<file path="config.mk">
export PLATFORM = sky130hd
export DESIGN_NAME = rr_arbiter4
export DESIGN_NICKNAME = d
export VERILOG_FILES = /design/src/rtl/rr_arbiter4_pkg.sv /design/src/rtl/rr_arbiter4_decoder2to4.sv /design/src/rtl/rr_arbiter4.sv
export SDC_FILE = /design/constraint.sdc
export NUM_CORES = 1
export LEC_CHECK = 0
export BUFFER_PORTS_ARGS = -buffer_cell sky130_fd_sc_hd__buf_2
export CAP_MARGIN = 20
export CORE_ASPECT_RATIO = 0.6
export CORE_MARGIN = 4
export CORE_UTILIZATION = 40
export CTS_BUF_LIST = sky130_fd_sc_hd__clkbuf_2 sky130_fd_sc_hd__clkbuf_4 sky130_fd_sc_hd__clkbuf_8
export CTS_CLUSTER_SIZE = 8
export DETAILED_ROUTE_END_ITERATION = 10
export GPL_ROUTABILITY_DRIVEN = 0
export PLACE_DENSITY_LB_ADDON = 0.25
export RECOVER_POWER = 50
export SETUP_SLACK_MARGIN = 0.1
export SLEW_MARGIN = 20
export SYNTH_ARGS = -nofsm -noshare
export SYNTH_HDL_FRONTEND = slang
export SYNTH_SLANG_ARGS = --single-unit
</file>
<file path="constraint.sdc">
create_clock -name clk -period 1.85 [get_ports clk]
set_input_delay 0.185 -clock clk [delete_from_list [all_inputs] [get_ports clk]]
set_output_delay 0.185 -clock clk [all_outputs]
set_load 0.01 [all_outputs]
</file>
<file path="src/rtl/rr_arbiter4_pkg.sv">
// Shared definitions for the four-requester round-robin arbiter.
package rr_arbiter4_pkg;

    localparam int NREQ         = 4;
    localparam int MAX_HOLD_DEF = 16;

    typedef enum logic {
        IDLE  = 1'b0,
        GRANT = 1'b1
    } arbState_t;

endpackage

</file>
<file path="src/rtl/rr_arbiter4_decoder2to4.sv">
// Plain 2-to-4 one-hot decoder driving the shared resource select lines.
module decoder2to4 (
    input  logic [1:0] in,
    output logic [3:0] out
);

    assign out = 4'b0001 << in;

endmodule

</file>
<file path="src/rtl/rr_arbiter4.sv">
// Round-robin arbiter for four requesters with a maximum-hold timeout;
// the owner index is registered and decoded to a one-hot grant.
module rr_arbiter4
    import rr_arbiter4_pkg::*;
#(
    parameter int MAX_HOLD = MAX_HOLD_DEF,
    parameter int CNT_W    = 8
) (
    input  logic            clk,
    input  logic            rst,
    input  logic [NREQ-1:0] req,
    output logic [NREQ-1:0] gnt,
    output logic [1:0]      gnt_id,
    output logic            gnt_valid,
    output logic            preempt
);

    arbState_t        r_state;
    logic [1:0]       r_gnt_id;
    logic [1:0]       r_ptr;
    logic [CNT_W-1:0] r_hold_cnt;
    logic             r_preempt;

    arbState_t        w_state_nxt;
    logic [1:0]       w_id_nxt;
    logic [1:0]       w_ptr_nxt;
    logic [CNT_W-1:0] w_cnt_nxt;
    logic             w_preempt_nxt;

    logic [NREQ-1:0]  w_dec_out;
    logic [NREQ-1:0]  w_others;
    logic [1:0]       w_pick_all;
    logic [1:0]       w_pick_others;
    logic             w_at_limit;
    logic             w_valid;

    // First set bit of reqs, searched circularly starting at start.
    function automatic logic [1:0] rrPick(input logic [NREQ-1:0] reqs,
                                          input logic [1:0]      start);
        logic [1:0] idx;
        logic [1:0] pick;
        logic       found;
        pick  = start;
        found = 1'b0;
        for (int i = 0; i < NREQ; i++) begin
            idx = start + 2'(i);
            if (!found && reqs[idx]) begin
                pick  = idx;
                found = 1'b1;
            end
        end
        return pick;
    endfunction

    decoder2to4 u_decoder (
        .in  (r_gnt_id),
        .out (w_dec_out)
    );

    assign w_valid       = (r_state == GRANT);
    assign w_others      = req & ~w_dec_out;
    assign w_pick_all    = rrPick(req, r_ptr);
    assign w_pick_others = rrPick(w_others, r_ptr);
    assign w_at_limit    = (r_hold_cnt == CNT_W'(MAX_HOLD - 1));

    // A release takes precedence over a timeout, so preempt only fires when the owner still wants the resource.
    always_comb begin
        w_state_nxt   = r_state;
        w_id_nxt      = r_gnt_id;
        w_ptr_nxt     = r_ptr;
        w_cnt_nxt     = r_hold_cnt;
        w_preempt_nxt = 1'b0;
        case (r_state)
            IDLE: begin
                if (|req) begin
                    w_state_nxt = GRANT;
                    w_id_nxt    = w_pick_all;
                    w_ptr_nxt   = w_pick_all + 2'd1;
                    w_cnt_nxt   = '0;
                end
            end
            GRANT: begin
                if (!req[r_gnt_id]) begin
                    if (|w_others) begin
                        w_id_nxt  = w_pick_others;
                        w_ptr_nxt = w_pick_others + 2'd1;
                        w_cnt_nxt = '0;
                    end else begin
                        w_state_nxt = IDLE;
                    end
                end else if (w_at_limit && (|w_others)) begin
                    w_id_nxt      = w_pick_others;
                    w_ptr_nxt     = w_pick_others + 2'd1;
                    w_cnt_nxt     = '0;
                    w_preempt_nxt = 1'b1;
                end else if (!w_at_limit) begin
                    w_cnt_nxt = r_hold_cnt + 1'b1;
                end
            end
            default: begin
                w_state_nxt = IDLE;
            end
        endcase
    end

    always_ff @(posedge clk or posedge rst) begin
        if (rst) begin
            r_state    <= IDLE;
            r_gnt_id   <= 2'd0;
            r_ptr      <= 2'd0;
            r_hold_cnt <= '0;
            r_preempt  <= 1'b0;
        end else begin
            r_state    <= w_state_nxt;
            r_gnt_id   <= w_id_nxt;
            r_ptr      <= w_ptr_nxt;
            r_hold_cnt <= w_cnt_nxt;
            r_preempt  <= w_preempt_nxt;
        end
    end

    assign gnt       = w_dec_out & {NREQ{w_valid}};
    assign gnt_id    = r_gnt_id;
    assign gnt_valid = w_valid;
    assign preempt   = r_preempt;

endmodule

</file>
; ---- After elaboration in Yosys (flattened, before gate mapping)
; Cells that the tools add are included.
[totals]
ff_bits = 14
latch_bits = 0
ramBits = 0
romBits = 0
input_bits = 6
out_inout_bits = 8
word_cells = 96
n_memories = 0
[classes]
addsub = 6
multipliers = 0
div_mod_pow = 0
magnitude_cmp = 5
n_eq_ne = 5
n_shift = 1
mux = 53
n_bitwise = 4
n_reduce_logical = 17
[op_table]
columns = cell, n
row1 = two-way mux 8 bit, 5
row2 = two-way mux 2 bit, 14
row3 = two-way mux 1 bit, 21
row4 = binary-select mux 1 bit (select 2 bit), 9
row5 = case mux 8 bit (2 select lines), 1
row6 = < comparator 2 x 3 -> 1 bit (second input constant), 5
row7 = adder 8 x 1 -> 8 bit (second input constant), 1
row8 = bitwise AND 4 bit, 2
row9 = == test 8 x 4 -> 1 bit (second input constant), 1
row10 = case mux 2 bit (2 select lines), 2
row11 = OR reduction 4 bit, 2
row12 = logical AND 1 bit, 7
row13 = adder 2 x 1 -> 2 bit (second input constant), 3
row14 = logical NOT 1 bit, 6
row15 = AND reduction 3 bit, 2
row16 = adder 2 bit (second input constant), 2
row17 = != test 4 x 3 -> 1 bit (second input constant), 1
row18 = NOT 4 bit, 1
row19 = left shift 1 x 2 -> 4 bit (first input constant), 1
row20 = != test 3 x 1 -> 1 bit (second input constant), 1
row21 = != test 3 x 2 -> 1 bit (second input constant), 1
row22 = != test 2 bit (second input constant), 1
row23 = case mux 1 bit (2 select lines), 1
row24 = NOT 1 bit, 1

; ---- Depth between registers and ports, before layout
[depth]
ltp_word = 19
depth_mapped = 10
depth_no_buf = 8

; ---- By module
; A second synthesis with hierarchy kept.
[unflattened]
hier_cells = 129
hier_area_um2 = 1109.8
[modules_own_cells]
columns = mod, n_inst, cells_per_inst, area_each_um2, seq_area_each_um2
row1 = rr_arbiter4, 1, 125, 1083.5, 350.3
row2 = decoder2to4, 1, 4, 26.3, 0.0

; ---- Worst setup path after synthesis
; No wires, ideal clock.
[synth_path]
path_type = flip-flop to flip-flop
start = register r_gnt_id[1] (netlist: gnt_id[1])
end = register r_ptr[1]
setup_ps = 96
arrival_ps = 2025
required_ps = 1754
path_slack_ps = -270
path_stages_with_launch = 11
n_path_buf = 2
synth_period_minus_slack_ps = 2120
path_cell_list = dfrtp_1 > buf_4 > buf_6 > nand2_1 > a21oi_1 > a2111oi_4 > o32ai_1 > and4_1 > o211ai_1 > nand2_1 > a311oi_2
[synth_via]
elab_chain_cells = 19
word_cells_on_any_way = 35
cone_classes = add/sub (1) / eq/ne (2) / shift (1) / mux (20) / bitwise (2) / reduce/logical (9)
[synth_rtl]
columns = element, line
row1 = "start, declared", rr_arbiter4.sv:19  ; logic [1:0] r_gnt_id;
row2 = "start signal, assigned", rr_arbiter4.sv:115  ; r_gnt_id <= w_id_nxt;
row3 = left shift 1 x 2 -> 4 bit, rr_arbiter4_decoder2to4.sv:7  ; assign out = 4'b0001 << in;
row4 = NOT 4 bit, rr_arbiter4.sv:61  ; assign w_others = req & ~w_dec_out;
row5 = bitwise AND 4 bit, rr_arbiter4.sv:61
row6 = binary-select mux 1 bit (select 2 bit), rr_arbiter4.sv:47  ; if (!found && reqs[idx]) begin
row7 = two-way mux 1 bit (implied by the code), rr_arbiter4.sv:47
row8 = two-way mux 1 bit, rr_arbiter4.sv:47
row9 = logical NOT 1 bit, rr_arbiter4.sv:47
row10 = logical AND 1 bit, rr_arbiter4.sv:47
row11 = (+3 left out), --
row12 = two-way mux 1 bit, rr_arbiter4.sv:47
row13 = logical NOT 1 bit, rr_arbiter4.sv:47
row14 = logical AND 1 bit, rr_arbiter4.sv:47
row15 = two-way mux 2 bit, rr_arbiter4.sv:47
row16 = adder 2 x 1 -> 2 bit, "rr_arbiter4.sv:86, rr_arbiter4.sv:93"
row17 = two-way mux 2 bit (on tied branches), "rr_arbiter4.sv:84, rr_arbiter4.sv:91"
row18 = two-way mux 2 bit, rr_arbiter4.sv:83  ; if (!req[r_gnt_id]) begin
row19 = case mux 2 bit (2 select lines), rr_arbiter4.sv:73  ; case (r_state)
row20 = "end signal, assigned", rr_arbiter4.sv:116  ; r_ptr <= w_ptr_nxt;
row21 = "end, declared", rr_arbiter4.sv:20  ; logic [1:0] r_ptr;
; Several ways; a longest one is shown, not always the timed one. The select of a mux whose other input is x is not followed.
; A chain may end at the register's enable or synchronous reset.

; ---- Worst setup path after layout
; Same ends and word-level chain as after synthesis.

==> results.yml <==
timing:
  setup_ws_ns: -0.318
  finClkSkew_ns: 0.00599
  slew_violations: 0
  fin_crit_sh: 1.17
  rsz0062_at_grt: "true"
  hold_ws_ns: -0.0124
  tightest_slew_ns: 0.582
  max_freq_ghz: 0.461
  finalHoldViolations: 14
  setup_viol: 11
  maxSlewHeadroom: 0.612
  min_period_ns: 2.17
place:
  pre_cts_slack_ns: -0.354
  dp_hpwl_um: 3090
  placed_cells: 259
  port_buffers: 13
die:
  ios: 14
  core_area_mm2: 0.00328
  die_height_um: 53.4
  chipWidth_um: 83.7
  initial_core_util: 0.419
  fp.dieArea_mm2: 0.00447
  rows: 16
yosys:
  syn_inst: 167
  ys_ff_latch: 14
  yosysSeqAreaShare: 0.255
  async_reset_ff_frac: 1.00
  yosys-top-cells-area: "dfrtp_1 (25%), nor2_1 (5.7%), xor2_1 (4.5%), a21oi_1 (4.0%), nand2_1 (3.0%)"
  synth_area_mm2: 0.00138
  synthTopCellsByCount: "nor2_1 (21), dfrtp_1 (14), a21oi_1 (11), nand2_1 (11), inv_1 (8)"
  yosysTopAreaCell: "dfrtp_1"
  yosysMostFrequentCell: "nor2_1"
  avgSynthCellArea_um2: 8.23
  syn_nets: 174
  synth_edf_count: 0
  synthDominantCellAreaShare: 0.255
  synth.distinct_cells: 58
  ys_warn_count: 0
  synthFlopType: "dfrtp_1"
cts:
  numCtsBuffers: 3
  cts.path.max_buffers: 2
  cts-htree-levels: 1
  cts_tree: "built"
  cts_hold_buf: 0
  cts_num_sinks: 14
  cts_root_buf: "clkbuf_8"
  clock_latency_ns: 0.25
  clk_pin_slew_ns: 0.06
run_status:
  violations: "hold timing, setup timing"
  outcome: "finished with violations"
setup_path:
  arrival_ns: 2.31
  reg2regPathDepth: 9
  path_class: "flip-flop to flip-flop"
  worst_path_max_delay_cell: "or4_4"
  r2r_end: "r_ptr[1]"
  end_kind: "flip-flop"
  crit_required_ns: 2.00
  ff2ff_setup_slack_ns: -0.32
  cp-startpoint: "gnt_id[1]"
  start_kind: "flip-flop"
  crit_chain: "buf_12 > buf_4 > o21ai_2 > a21oi_2 > or4_4 > o221ai_4 > and2_4 > o22ai_2 > a311oi_2"
  cp_max_fo: 11
  reg2reg_from: "gnt_id[1]"
  slowest_delay_ns: 0.54
drt:
  routed.top_layer: "met4"
  ant_nets: 0
  vias: 1512
  drcViolationCount: 0
  dr_wl_met2_um: 1820
  first_iter_violations: 135
  firstDrtPassIters: 4
  wl_per_cell_um: 15.6
  viasPerCell: 5.58
  wl_met1_um: 2090
  dr_wl_met3_um: 280
  wirelength_um: 4220
final_layout:
  fin_util: 0.606
  nNetsFinal: 234
  drive_above_1_share: 0.447
  fin_cells: 271
  multi_input_area_um2: 992
  regArea_um2: 353
  num_antenna_cells: 0
  fillers: 291
  syn_to_final_growth_pct: 44.7
power_and_ir_drop:
  p_seq_frac: 0.167
  ir_drop_uv: 833
  power_density_mw_per_mm2: 1480
  p_switching_mw: 1.26
  power_leakage_nw: 0.909
  netSwitchingFraction: 0.430
  power_mw: 2.94
  intPower_mw: 1.67
  p_clk_frac: 0.103
  combPwrFrac: 0.730
grt:
  grt_pass1_wl_um: 7070
  antenna_found_initial: 0
  grt.overflow.total: 0
  track_usage: 0.200
  grt_max_degree: 17
  first_global_vias: 1431
worst_hold_path:
  min_path_type: "input port to asynchronous set/reset pin"
run:
  cap_violations: 0
-- sequential cells by signal, indices dropped and copies added, names as in the netlist --
register,cells
r_ptr,2
preempt,1
gnt_valid,1
r_hold_cnt,8
gnt_id,2
-- what timing repair did --
action / in CTS / in global routing
setup endpoints to repair: 10 / 13
pin swaps: 11 / 1
setup buffers: 7 / 1
gates resized for setup: 11 / 5
-- how the worst max path moves through the flow --
stage / end / cells past startpoint
floorplan: r_ptr[1] / 9
global placement: r_ptr[1] / 9
detailed placement: r_ptr[1] / 9
CTS: r_ptr[1] / 9
global route: r_ptr[1] / 9
finish: r_ptr[1] / 9
-- final cells by class --
| class | count | share of cell area |
|---|---|---|
| sequential | 14 | 0.177 |
| inverter | 8 | 0.0151 |
| multi-input combinational | 131 | 0.499 |
| clock buffer | 4 | 0.0277 |
| tap | 45 | 0.0283 |
| timing repair buffer | 69 | 0.253 |
-- power by group through the flow --
stage                     Clock, mW  Sequential, mW  Combinational (mW)
after floorplan                   0           0.461                1.25
after global placement            0           0.495                1.84
after detailed placement          0           0.498                1.87
after CTS                     0.310           0.486                2.08
after global routing          0.322           0.502                2.31
final                         0.301           0.490                2.15
-- cells by family after synthesis --
family,synth area share
AND/OR/NAND/NOR,0.304
AO/OA/AOI/OAI,0.258
buffers and inverters,0.0919
flip-flops,0.255
XOR/XNOR,0.0510
multiplexers,0.0237
adder cells (fa/ha/maj),0.0164
-- cells in the final DEF (no fill, tap or decap), types with 3 or more instances in the layout --
master	n
a21oi_1	10
and3_1	4
buf_2	14
buf_4	52
clkbuf_8	4
dfrtp_1	12
inv_1	7
nand2_1	9
nand3_1	5
nand3b_1	4
nand4_1	6
nor2_1	21
nor3_1	4
o21ai_0	3
xor2_1	7
-- through the flow --
step           TNS, ns  hold slack [ns]  instance area [um2]
2_1_floorplan   -0.616           0.0742                 1400
3_3_place_gp     -1.21            0.254                 1790
3_5_place_dp     -1.32            0.272                 1790
4_1_cts          -1.36          0.00506                 1960
5_1_grt          -2.98           0.0273                 1990
6_report         -1.45          -0.0124                 1990
-- metal layers --
metal,track usage,up-vias
met5,0,-
met4,0.0321,0
met3,0.0420,4
met2,0.317,64
met1,0.286,708
li1,-,736
-- worst max-delay path: cells and delay by family, from the launching register on --
| family | cells | cell delay (ns) |
|---|---|---|
| buffers and inverters | 2 | 0.29 |
| DFF | 1 | 0.39 |
| and+or+nand+nor | 2 | 0.76 |
| AOI/OAI and AO/OA | 5 | 0.61 |
Power figures use the tool's default switching activity.
